### config.mk
export PLATFORM = sky130hd
export DESIGN_NAME = uu_acmac_rx_ba_bitmap_gen
export DESIGN_NICKNAME = d
export VERILOG_FILES = /design/src/rtl/uu_acmac_ba_pkg.sv /design/src/rtl/uu_acmac_ba_bitmap_rotate.sv /design/src/rtl/uu_acmac_rx_ba_bitmap_gen.sv
export SDC_FILE = /design/constraint.sdc
export NUM_CORES = 1
export LEC_CHECK = 0
export ABC_AREA = 1
export CORE_MARGIN = 1.5
export CORE_UTILIZATION = 40
export DETAILED_ROUTE_END_ITERATION = 6
export SYNTH_ARGS = -nofsm -noshare
export SYNTH_HDL_FRONTEND = slang
export SYNTH_SLANG_ARGS = --single-unit
export TNS_END_PERCENT = 50
### constraint.sdc
create_clock -name clk -period 4.73 [get_ports clk]
set_clock_uncertainty 0.2 [all_clocks]
set_input_delay 1.419 -clock clk [delete_from_list [all_inputs] [get_ports clk]]
set_output_delay 1.419 -clock clk [all_outputs]
set_load 0.02 [all_outputs]
### src/rtl/uu_acmac_ba_pkg.sv
// uu_acmac_ba_pkg: BA scoreboard layout, FSM encoding and status codes shared by the BA stages.
package uu_acmac_ba_pkg;
    localparam int BA_BMP_ENTRIES = 64;
    localparam logic [5:0] BA_BASIC_BITMAP_BUF_MASK = 6'h3F;
    localparam int BA_BMP_WORD_OFS = 1;
    localparam int BA_BUFWS_OFS = 66;
    localparam int BA_WINSTART_OFS = 67;
    localparam int BA_WINSIZE_OFS = 68;
    localparam int BA_HDR_WORDS = 3;

    localparam logic [31:0] UU_SUCCESS = 32'd0;
    localparam logic [31:0] UU_FAILURE = 32'd1;
    localparam logic [31:0] UU_BA_SESSION_INVALID = 32'd2;

    typedef enum logic [2:0] {
        ST_IDLE,
        ST_RD_HDR,
        ST_RD_BMP,
        ST_DRAIN,
        ST_DONE
    } ba_gen_state_e;

    function automatic logic ba_winsize_ok(input logic [15:0] winsize, input int entries);
        return winsize != 16'd0 && winsize <= 16'(entries);
    endfunction
endpackage

### src/rtl/uu_acmac_ba_bitmap_rotate.sv
// uu_acmac_ba_bitmap_rotate: rotates the raw scoreboard to the window start and masks it to winsize.
module uu_acmac_ba_bitmap_rotate
    import uu_acmac_ba_pkg::*;
#(
    parameter int N = 64
) (
    input  logic [N-1:0]         raw,
    input  logic [$clog2(N)-1:0] start,
    input  logic [15:0]          winsize,
    output logic [N-1:0]         bitmap
);
    logic [N-1:0] rot;
    logic [N-1:0] mask;

    always_comb begin
        rot = N'({raw, raw} >> start);
        mask = !ba_winsize_ok(winsize, N) ? '0 :
               winsize == 16'(N) ? '1 : (N'(1) << winsize) - N'(1);
        bitmap = rot & mask;
    end
endmodule

### src/rtl/uu_acmac_rx_ba_bitmap_gen.sv
// uu_acmac_rx_ba_bitmap_gen: reads one BA session scoreboard and builds SSC plus compressed BA bitmap.
module uu_acmac_rx_ba_bitmap_gen #(
    parameter int BA_BMP_ENTRIES = uu_acmac_ba_pkg::BA_BMP_ENTRIES,
    parameter int BA_BMP_WORD_OFS = uu_acmac_ba_pkg::BA_BMP_WORD_OFS,
    parameter int BA_BUFWS_OFS = uu_acmac_ba_pkg::BA_BUFWS_OFS,
    parameter int BA_WINSTART_OFS = uu_acmac_ba_pkg::BA_WINSTART_OFS,
    parameter int BA_WINSIZE_OFS = uu_acmac_ba_pkg::BA_WINSIZE_OFS
) (
    input  logic                      clk,
    input  logic                      rst_n,
    input  logic                      ba_gen_en,
    input  logic                      ba_gen_in_req,
    input  logic [13:0]               ba_gen_in_sta_offset,
    output logic                      ba_gen_out_busy,
    output logic                      ba_gen_out_sta_ba_en,
    output logic [14:0]               ba_gen_out_sta_ba_addr,
    input  logic [31:0]               ba_gen_in_sta_ba_data,
    output logic [15:0]               ba_gen_out_ssc,
    output logic [BA_BMP_ENTRIES-1:0] ba_gen_out_bitmap,
    output logic                      ba_gen_out_valid,
    output logic [31:0]               ba_gen_out_res
);
    import uu_acmac_ba_pkg::*;

    localparam int NR = BA_HDR_WORDS + BA_BMP_ENTRIES / 2;
    localparam int CW = $clog2(NR + 1);
    localparam int SW = $clog2(BA_BMP_ENTRIES);

    ba_gen_state_e state, state_nx;
    logic [13:0] ofs;
    logic [CW-1:0] cnt, rd_idx;
    logic [SW-1:0] buf_ws;
    logic [11:0] winstart;
    logic [15:0] winsize;
    logic [BA_BMP_ENTRIES-1:0] raw, rot;
    logic [14:0] hdr_ofs, rd_addr;
    logic accept, issue, kill;
    logic unused_bits;

    assign unused_bits = ^ba_gen_in_sta_ba_data[15:1];
    assign kill = rst_n || !ba_gen_en;
    // A req landing on the valid cycle is dropped, even though the FSM is already idle.
    assign accept = ba_gen_en && ba_gen_in_req && state == ST_IDLE && !ba_gen_out_valid;
    assign issue = state == ST_RD_HDR || state == ST_RD_BMP;

    always_comb begin
        hdr_ofs = cnt == CW'(0) ? 15'(BA_BUFWS_OFS) :
                  cnt == CW'(1) ? 15'(BA_WINSTART_OFS) : 15'(BA_WINSIZE_OFS);
        rd_addr = {1'b0, ofs} + (cnt < CW'(BA_HDR_WORDS) ? hdr_ofs :
                  15'(BA_BMP_WORD_OFS) + 15'(cnt) - 15'(BA_HDR_WORDS));
    end

    always_comb begin
        state_nx = state;
        case (state)
            ST_IDLE:   state_nx = accept ? ST_RD_HDR : ST_IDLE;
            ST_RD_HDR: state_nx = cnt == CW'(BA_HDR_WORDS - 1) ? ST_RD_BMP : ST_RD_HDR;
            ST_RD_BMP: state_nx = cnt == CW'(NR - 1) ? ST_DRAIN : ST_RD_BMP;
            ST_DRAIN:  state_nx = ST_DONE;
            default:   state_nx = ST_IDLE;
        endcase
    end

    always_ff @(posedge clk) begin
        state <= kill ? ST_IDLE : state_nx;
    end

    uu_acmac_ba_bitmap_rotate #(.N(BA_BMP_ENTRIES)) u_rotate (
        .raw(raw),
        .start(buf_ws),
        .winsize(winsize),
        .bitmap(rot)
    );

    always_ff @(posedge clk) begin
        if (kill) begin
            ofs <= '0;
            cnt <= '0;
            rd_idx <= '0;
            buf_ws <= '0;
            winstart <= '0;
            winsize <= '0;
            raw <= '0;
            ba_gen_out_busy <= 1'b0;
            ba_gen_out_sta_ba_en <= 1'b0;
            ba_gen_out_sta_ba_addr <= '0;
            ba_gen_out_ssc <= '0;
            ba_gen_out_bitmap <= '0;
            ba_gen_out_valid <= 1'b0;
            ba_gen_out_res <= UU_FAILURE;
        end else begin
            ba_gen_out_sta_ba_en <= issue;
            ba_gen_out_busy <= state != ST_IDLE && state != ST_DONE;
            ba_gen_out_valid <= state == ST_DONE;
            if (accept) begin
                ofs <= ba_gen_in_sta_offset;
                cnt <= '0;
            end else if (issue) begin
                cnt <= cnt + CW'(1);
            end
            if (issue) begin
                ba_gen_out_sta_ba_addr <= rd_addr;
                rd_idx <= cnt;
            end
            // Data returned this cycle belongs to the address issued one cycle earlier.
            if (ba_gen_out_sta_ba_en) begin
                if (rd_idx == CW'(0))
                    buf_ws <= ba_gen_in_sta_ba_data[16 +: SW] & BA_BASIC_BITMAP_BUF_MASK[SW-1:0];
                else if (rd_idx == CW'(1))
                    winstart <= ba_gen_in_sta_ba_data[27:16];
                else if (rd_idx == CW'(2))
                    winsize <= ba_gen_in_sta_ba_data[31:16];
                else
                    raw[2 * (int'(rd_idx) - BA_HDR_WORDS) +: 2] <=
                        {ba_gen_in_sta_ba_data[0], ba_gen_in_sta_ba_data[16]};
            end
            if (state == ST_DONE) begin
                ba_gen_out_ssc <= {winstart, 4'h0};
                ba_gen_out_bitmap <= rot;
                ba_gen_out_res <= ba_winsize_ok(winsize, BA_BMP_ENTRIES) ? UU_SUCCESS : UU_BA_SESSION_INVALID;
            end
        end
    end
endmodule

==> impl_results.md <==
- PortBufs: 130
- Endpoints failing hold: 0
- Power Dens Cells: 212 nW/µm²
- Die area: between 40,000 and 50,000 µm²
- CP Class: reg2reg
- Post-Syn Area: 17,500 µm²
- Initial cell density of the core: 40.6%
- CP Capture Type: flop
- Most common cell after layout, fill and taps aside: nand2_1
- Busiest grt layer: met2
- Die Width: 212 µm
- Hold slack: 258 ps
- Max Root-Sink Buffers: 3
- H-tree depth: 1
- GRT Residual Overflow: 0
- Clk_lat worst skew: roughly 570 ps
- Post-synth ARST share: 0%
- Register area: 4470 µm²
- Total power: 4.25 mW
- Layout net count: just under 3k
- Dpl ws: 472 ps
- Via total after detailed routing: 18.7k
- Ys flop type: dfxtp_1
- Synth Area in XOR/XNOR: less than 1%
- Leakage power: 9.17 nW
- Slew Limit Fails: 0
- CTS tree: done
- Fin crit share: 91.7%
- Synth Area in Simple Gates: about two fifths
- Setup WS post-layout: 391 ps
- Share of cells above drive strength 1: 8.69%
- Post-CTS sizing: 0
- Worst-margin pin slew: 1050 ps
- Adder-cell area share of the yosys netlist: 2.54%
- Global-route usage over all layers: 27.6%
- Max Fanout on Critical Path: 8
- Max cap viols: 0
- Startpoint types: flop
- GR Util met2: between 40 and 50%
- Most frequent cells in the layout: nand2_1, nor2_1, o21ai_0
- Fin cells: between 3k and 4k
- Clk root buf: clkbuf_16
- Final setup fails: 0
- Ports: 180
- Worst vdd ir: between 0.2 and 0.3 mV
- CTS Hold Bufs: 0
- Unrepaired setup endpoints after global routing: no
- Mux cell area share after synthesis: 4.40%
- YS warnings: 0
- EDFF count, synth: 0
- Row cnt: 76
- Vias/cell: approximately 5.4
- Hold Path Class: reg2reg
- Largest family of logic cells by synthesized area: simple AND/OR/NAND/NOR gates
- CP arrival: around 4600 ps
- Fill count: 4,685
- Placed cell area: 19,100 µm²
- Relative slew margins: 29.7%
- Final TNS setup: 0 ps
- Postcts setup bufs: 0
- Drt first pass iters: 5
- Core area: roughly 43,000 µm²
- Critical Path RT: 4990 ps
- Placed Instances: 3,405
- Area delta synth->final: 14.3%
- Met1 Track Usage GR: 39.0%
- Hpwl dp: about 50,000 µm
- Gpl congestion: 0.972
- Routed WL per cell: 18.4 µm
- Synth Instances: between 2k and 3k
- Fmax: around 230 MHz
- Die Span Y: 212 µm
- Post-synthesis sequential area ratio: between 20% and 30%
- Pin count of the biggest net entering global routing: just over 90
- CTS buffer count: 26
- DRT iter0 DRCs: between 1.5k and 2k
- Distinct cells, synth: between 50 and 60
- WL final: around 63,000 µm
- Worst-path clk slew: 70 ps
- # DRC: 0
- Status: finished clean
- First-pass GRT wire length: 97,000 µm
- Min Tclk post-route: 4340 ps
- Yosys reg bits: 223
- Met3 Use GR: approximately 3.3%
- Multi-input gate area: about 11,000 µm²
- Synth Area in Compound Gates: 18.0%
- Sink Count: approximately 220
- Syn Area/Cell: 6.23 µm²
- Post-route cell area: between 20,000 and 25,000 µm²
- Antenna viol nets, final: 0
- Initial antenna violation count: 2
- Antenna diodes: 0
- Vias in the first global route: roughly 17k
- Finished Core Util: 46.4%
cell families (layout without fill, tap and decap cells):
family / after synthesis / after routing
compound gates: 589 / 589
xor+xnor: 14 / 14
fa+ha+maj: 35 / 35
buf+inv: 412 / 432
flops: 223 / 223
mux: 77 / 77
other cells: 1 / 34
simple gates: 1463 / 1463
path summary, 6_finish.rpt:
kind                          start           endpoint  slack (ps)  depth (start not counted)
setup / recovery          rd_idx[0]            raw[61]         390                         19
hold / removal    ba_gen_out_res[0]  ba_gen_out_res[0]         260                          2
hold reg to reg   ba_gen_out_res[0]  ba_gen_out_res[0]         260                          2
setup reg to reg          rd_idx[0]            raw[61]         390                         19
where the power goes:
part	leakage [nW]	internal [mW]	switching, mW
Sequential	1.80	1.89	0.00813
Combinational	6.92	0.0751	0.150
Clock	0.445	1.26	0.870
Yosys cell counts, types with 2 or more instances:
| cell | n | area share [%] |
|---|---|---|
| a21oi_1 | 166 | 4.7 |
| a31oi_1 | 6 | 0.21 |
| ha_1 | 34 | 2.4 |
| buf_1 | 21 | 0.45 |
| inv_2 | 6 | 0.13 |
| nor3_1 | 34 | 0.97 |
| nor3_2 | 2 | 0.11 |
| a211oi_1 | 9 | 0.39 |
| nor4_1 | 8 | 0.29 |
| xnor2_1 | 3 | 0.15 |
| nor2_1 | 357 | 7.6 |
| nor2_2 | 15 | 0.54 |
| nand3_2 | 5 | 0.29 |
| nor3b_1 | 2 | 0.086 |
| or2_2 | 66 | 2.4 |
| o211ai_1 | 23 | 0.99 |
| xor2_1 | 10 | 0.50 |
| nor3b_2 | 32 | 2.3 |
| clkbuf_1 | 111 | 2.4 |
| buf_2 | 28 | 0.80 |
| nand3_1 | 196 | 5.6 |
| or2_0 | 2 | 0.071 |
| nor3_4 | 7 | 0.65 |
| and3_1 | 3 | 0.11 |
| o21ai_0 | 346 | 9.9 |
| nand4_1 | 93 | 3.3 |
| clkinv_1 | 6 | 0.13 |
| buf_4 | 37 | 1.6 |
| mux2i_1 | 77 | 4.4 |
| nor2_4 | 9 | 0.58 |
| nand2_1 | 615 | 13 |
| inv_1 | 203 | 4.3 |
| nand2_4 | 4 | 0.26 |
| nand2_2 | 4 | 0.14 |
| dfxtp_1 | 223 | 25 |
| nand3b_1 | 6 | 0.26 |
| o21bai_1 | 14 | 0.60 |
| o21a_1 | 10 | 0.43 |
| o2111ai_1 | 8 | 0.40 |
final cells by class:
cell class | instances | share of cell area [%]
multi-input combinational | 2212 | 57.4
tap | 585 | 3.65
clock inverter | 11 | 0.850
clock buffer | 36 | 3.69
sequential | 223 | 22.3
timing repair buffer | 170 | 8.06
inverter | 215 | 4.04
critical path, cell delays in order (launching register included):
cell and delay [ps]:
dfxtp_1 460, inv_1 170, ha_1 390, nor2_4 200, nand2_1 110, nor2_2 150, nand2_2 80, nor2_4 150
inv_1 60, ha_1 280, nor4_1 340, nand4_1 130, a211oi_1 260, nand3_2 150, nor2_4 240, nand2_4 160
nor2_2 190, nand2_1 150, o21ai_0 270, a21oi_1 80
layer usage:
layer	wire length, µm	vias up
met5	23	-
met4	1610	4
met3	3770	78
met2	28600	564
met1	29400	8581
li1	-	9424
registers in the layout, indices dropped and copies added, names as in the netlist:
register	flops
ba_gen_out_bitmap	64
ba_gen_out_busy	1
ba_gen_out_res	2
ba_gen_out_ssc	12
ba_gen_out_sta_ba_addr	15
ba_gen_out_sta_ba_en	1
ba_gen_out_valid	1
buf_ws	6
cnt	6
ofs	14
raw	64
rd_idx	6
state	3
winsize	16
winstart	12
(Power assumes the default switching activity.)
